--- src/rtl/regfile_wb_arbiter.sv ---
// Write-back arbiter: shares the regfile write port between ALU and load return,
// and keeps a pending-write scoreboard. Define WB_ARB_RR_EN for round-robin arbitration.
module regfile_wb_arbiter #(
  parameter int unsigned STARVE_LIMIT = 3
) (
  input  logic       clk,
  input  logic       rst_n,
  input  logic       alu_valid,
  input  logic [2:0] alu_rd,
  input  logic [5:0] alu_data,
  output logic       alu_ready,
  input  logic       mem_valid,
  input  logic [2:0] mem_rd,
  input  logic [5:0] mem_data,
  output logic       mem_ready,
  input  logic       iss_valid,
  input  logic [2:0] iss_rd,
  output logic [7:0] busy,
  output logic       we,
  output logic [2:0] rw_sel,
  output logic [5:0] wd
);

  logic       contested;
  logic       alu_pick;
  logic       alu_grant;
  logic       mem_grant;
  logic [7:0] set_mask;
  logic [7:0] clr_mask;

  assign contested = alu_valid & mem_valid;

`ifdef WB_ARB_RR_EN
  // Pointer names the requester due to win the next contested cycle.
  logic alu_next;

  assign alu_pick = alu_next;

  always_ff @(posedge clk or negedge rst_n) begin
    if (!rst_n)         alu_next <= 1'b1;
    else if (contested) alu_next <= ~alu_pick;
  end
`else
  logic [1:0] starve_cnt;

  assign alu_pick = (starve_cnt == 2'(STARVE_LIMIT));

  always_ff @(posedge clk or negedge rst_n) begin
    if (!rst_n)         starve_cnt <= '0;
    else if (alu_grant) starve_cnt <= '0;
    else if (contested) starve_cnt <= starve_cnt + 2'd1;
  end
`endif

  assign alu_grant = rst_n & alu_valid & (contested ? alu_pick : 1'b1);
  assign mem_grant = rst_n & mem_valid & ~alu_grant;
  assign alu_ready = alu_grant;
  assign mem_ready = mem_grant;

  always_ff @(posedge clk or negedge rst_n) begin
    if (!rst_n) begin
      we     <= 1'b0;
      rw_sel <= '0;
      wd     <= '0;
    end else begin
      we <= alu_grant | mem_grant;
      if (alu_grant) begin
        rw_sel <= alu_rd;
        wd     <= alu_data;
      end else if (mem_grant) begin
        rw_sel <= mem_rd;
        wd     <= mem_data;
      end
    end
  end

  // Set is ORed in after the clear so a same-cycle issue keeps the bit high.
  always_comb begin
    set_mask = '0;
    clr_mask = '0;
    if (iss_valid) set_mask[iss_rd] = 1'b1;
    if (we)        clr_mask[rw_sel] = 1'b1;
  end

  always_ff @(posedge clk or negedge rst_n) begin
    if (!rst_n) busy <= '0;
    else        busy <= (busy & ~clr_mask) | set_mask;
  end

endmodule
--- config.mk ---
export PLATFORM = sky130hd
export DESIGN_NAME = regfile_wb_arbiter
export DESIGN_NICKNAME = d
export VERILOG_FILES = /design/src/rtl/regfile_wb_arbiter.sv
export SDC_FILE = /design/constraint.sdc
export NUM_CORES = 1
export LEC_CHECK = 0
export CORE_ASPECT_RATIO = 1.2
export CORE_UTILIZATION = 36
export CTS_BUF_LIST = sky130_fd_sc_hd__clkbuf_4 sky130_fd_sc_hd__clkbuf_8
export CTS_CLUSTER_DIAMETER = 100
export CTS_CLUSTER_SIZE = 8
export DETAILED_ROUTE_END_ITERATION = 16
export HOLD_SLACK_MARGIN = 0.02
export PLACE_DENSITY = 0.75
export SETUP_SLACK_MARGIN = 0.5
export SLEW_MARGIN = 40
export SYNTH_ARGS = -nofsm -noshare
export SYNTH_HDL_FRONTEND = slang
export SYNTH_SLANG_ARGS = --single-unit
--- constraint.sdc ---
create_clock -name clk -period 1.2 [get_ports clk]
set_input_delay 0.12 -clock clk [delete_from_list [all_inputs] [get_ports clk]]
set_output_delay 0.12 -clock clk [all_outputs]
set_load 0.03 [all_outputs]
==> results of run 1 <==
-- flip-flops by register name (all words and copies together), names as in the netlist --
register	cells
busy	8
we	1
wd	6
rw_sel	3
starve_cnt	2
-- cell usage after synthesis, types with 2 or more instances --
master    instances
nand2b_1          6
dfrtp_1          20
o31ai_1           4
and2_1            8
a221o_1           8
nand2_1           9
o21ai_0          16
inv_1             2
-- routing by layer --
layer | GRT usage | vias to the layer above | routed length (um)
met4 | 0.0939 | 0 | 57
met3 | 0.0354 | 7 | 153
met2 | 0.405 | 45 | 1500
met1 | 0.268 | 460 | 1110
li1 | - | 450 | -
met5 | 0 | - | 0
-- worst paths after layout --
path	startpoint	end	cells after the start
max	starve_cnt[0]	alu_ready	4
min	rst_n	wd[5]	2
max reg2reg	starve_cnt[0]	wd[5]	5
min reg2reg	busy[7]	busy[7]	2
max in group asynchronous	rst_n	we	2
min in group clk	mem_data[4]	wd[4]	3
-- final cells by class --
type / instances / area share
Tap cell: 31 / 0.0218
Clock buffer: 4 / 0.0204
Timing Repair Buffer: 67 / 0.384
Multi-Input combinational cell: 61 / 0.286
Inverter: 2 / 0.00422
Sequential cell: 20 / 0.284
-- cells in the final DEF (no fill, tap or decap) --
master,netlist,final
buf_6,0,29
clkdlybuf4s50_1,0,22
dfrtp_1,20,17
buf_4,0,12
o21ai_2,0,8
and2_1,8,8
a221o_1,8,8
o21ai_1,1,7
nand2_1,9,6
nand2b_1,6,3
nand2b_4,0,3
clkbuf_4,0,3
dlygate4sd2_1,0,3
dfrtp_2,0,3
nand2_4,0,2
o31ai_2,0,2
o31ai_1,4,2
inv_1,2,2
o21ai_0,16,2
nor2b_4,0,1
nor2_4,0,1
a21oi_4,0,1
o21ai_4,0,1
nand2_2,0,1
nand3_2,0,1
or3b_1,1,1
nor2_1,1,1
a31oi_1,1,1
ha_4,0,1
clkbuf_8,0,1
buf_12,0,1
-- worst max-delay path, stage by stage (launching register included) --
cell	delay [ps]
dfrtp_1	430
ha_4	200
nor2b_4	150
nor2_4	60
buf_6	140
-- power groups by stage --
stage	clock, mW	combinational, mW	sequential, mW
2_1_floorplan	0	0.235	1.21
3_3_place_gp	0	0.977	0.933
3_5_place_dp	0	0.996	0.937
4_1_cts	0.407	1.16	0.967
5_1_grt	0.440	1.39	0.995
6_report	0.398	1.31	0.976
-- per-stage QoR --
| step | setup TNS (ps) | total power, mW | cell area, um^2 | instances |
|---|---|---|---|---|
| final | -1850 | 2.68 | 1780 | 185 |
| after global routing | -2390 | 2.83 | 1780 | 185 |
| after global placement | -2600 | 1.91 | 1470 | 166 |
| after floorplan | -308 | 1.44 | 915 | 82 |
| after CTS | -1820 | 2.53 | 1680 | 178 |
| after detailed placement | -3050 | 1.93 | 1470 | 166 |
-- kinds of logic after synthesis --
| logic type | after synthesis | share of synthesized area |
|---|---|---|
| flip-flops | 20 | 0.566 |
| AND/OR/NAND/NOR | 28 | 0.174 |
| buffers and inverters | 2 | 0.00849 |
| adder cells (fa/ha/maj) | 1 | 0.0141 |
| AO/OA/AOI/OAI | 31 | 0.238 |
-- repair_timing --
action / in CTS / in global routing
resized for setup: 153 / 11
cloned: 1 / 0
endpoints found under the setup margin: 40 / 39
setup buffers: 7 / 7
pin swaps: 15 / 6
==> results.md, run 1 <==
- Routability cong.: roughly 0.84
- Worst-margin pin slew: 288 ps
- First-pass GRT wire length: roughly 4.4 mm
- IO buf count: 45
- Cts hold-fix bufs: 0
- Yosys reg bits: 20
- EDFF count, synth: 0
- Fmax: around 0.7 GHz
- Layout area overhead: 101%
- Clock power share: 0.149
- Nature of the critical path startpoint: flip-flop
- Via density: 5.20
- Status: finished with violations
- Warning count from the yosys run: 0
- Final hold slack: approximately 44 ps
- CTS root buffer: clkbuf_4
- Violated checks: negative setup slack
- Setup Skew: 3.27 ps
- Rel. slew slack: 0.808
- Fill cells: 160
- Leading area contributor after synthesis: dfrtp_1
- Iteration-0 DRC Markers: 15
- Clock Path Buffers: 2
- CP endpoint kind: primary output
- Post-synth top area share: 0.566
- Starting density of the core: 0.384
- VDD IR max: 1070 uV
- Worst Path Arrival: 1270 ps
- Placement-stage worst setup slack: -286 ps
- Clock-pin slew on the worst setup and hold paths: 110 ps
- Pin count of the biggest net entering global routing: 18
- Setup Viol. Count Final: 11
- R2R setup slack: -180 ps
- DIE AREA: 2660 um^2
- Sw Pwr: 0.983 mW
- Top cells by area, synth: dfrtp_1 (57%), a221o_1 (9.1%), o21ai_0 (9.1%)
- DR pass1 iterations: 4
- FFs w/ async S/R, synth: 1.00
- Gr usage total: 0.233
- Req. time, crit path: 1080 ps
- # nets final: about 180
- Clk Latency, worst-skew pair: 310 ps
- # rows: 19
- Multi-input combinational cell area: 508 um^2
- Overflow after GRT: 0
- Max Cap Viol: 0
- Horiz. Die Dim: 47.3 um
- Syn Nets: 109
- Final period utilization: 1.16
- Antenna diode count: 0
- Synthesized instance count: 82
- DRC: 0
- Max Slew Vio Count: 0
- H-Tree Level Count: 1
- Internal cell power: 1.70 mW
- Logic gate share of total power: 0.487
- Detailed-placement wirelength estimate: 1.80 mm
- Unrepaired setup endpoints after global routing: true
- Ratio of cells with drive above 1 in the final layout: 0.461
- Wirelength, routed: around 2.8 mm
- CTS tree: done
- Fin. Hold Viols: 0
- Post-route ant nets: 0
- Die H: 56.3 um
- Post-route core utilization: 0.771
- Number of global-route vias before repair: 1,012
- Clock sink count: 20
- Yosys cell types: 17
- Post-Syn Area: 885 um^2
- WL per Instance: 15.2 um
- Net Sw Frac: 0.367
- DR vias: 962
- PnR worst setup slack: -192 ps
- Core ar.: 2310 um^2
- Crit Path Max Fanout: 3
- I/O pin count: 46
- Syn avg cell area: 10.8 um^2
- Top_reg_cell synth: dfrtp_1
- Minimum clock period: between 1000 and 1500 ps
- Seq/Total Area, Yosys: 0.566
- Initial antenna violation count: 0
- Reg power frac: 0.364
- Pwr dens: 1510 nW/um^2
- Cts bufs inserted: 3
- Register Area: between 500 and 600 um^2
- Leakage: 0.785 nW
- Worst min path class: in -> async
- Critical path class: reg -> out
No activity file was read; power rests on OpenSTA's default activity.
==> run 2: changes to the inputs <==
Settings changed: ABC_AREA set to 0.
==> results of run 2 <==
The final DEF is identical to that of run 1; final timing and power are the same.
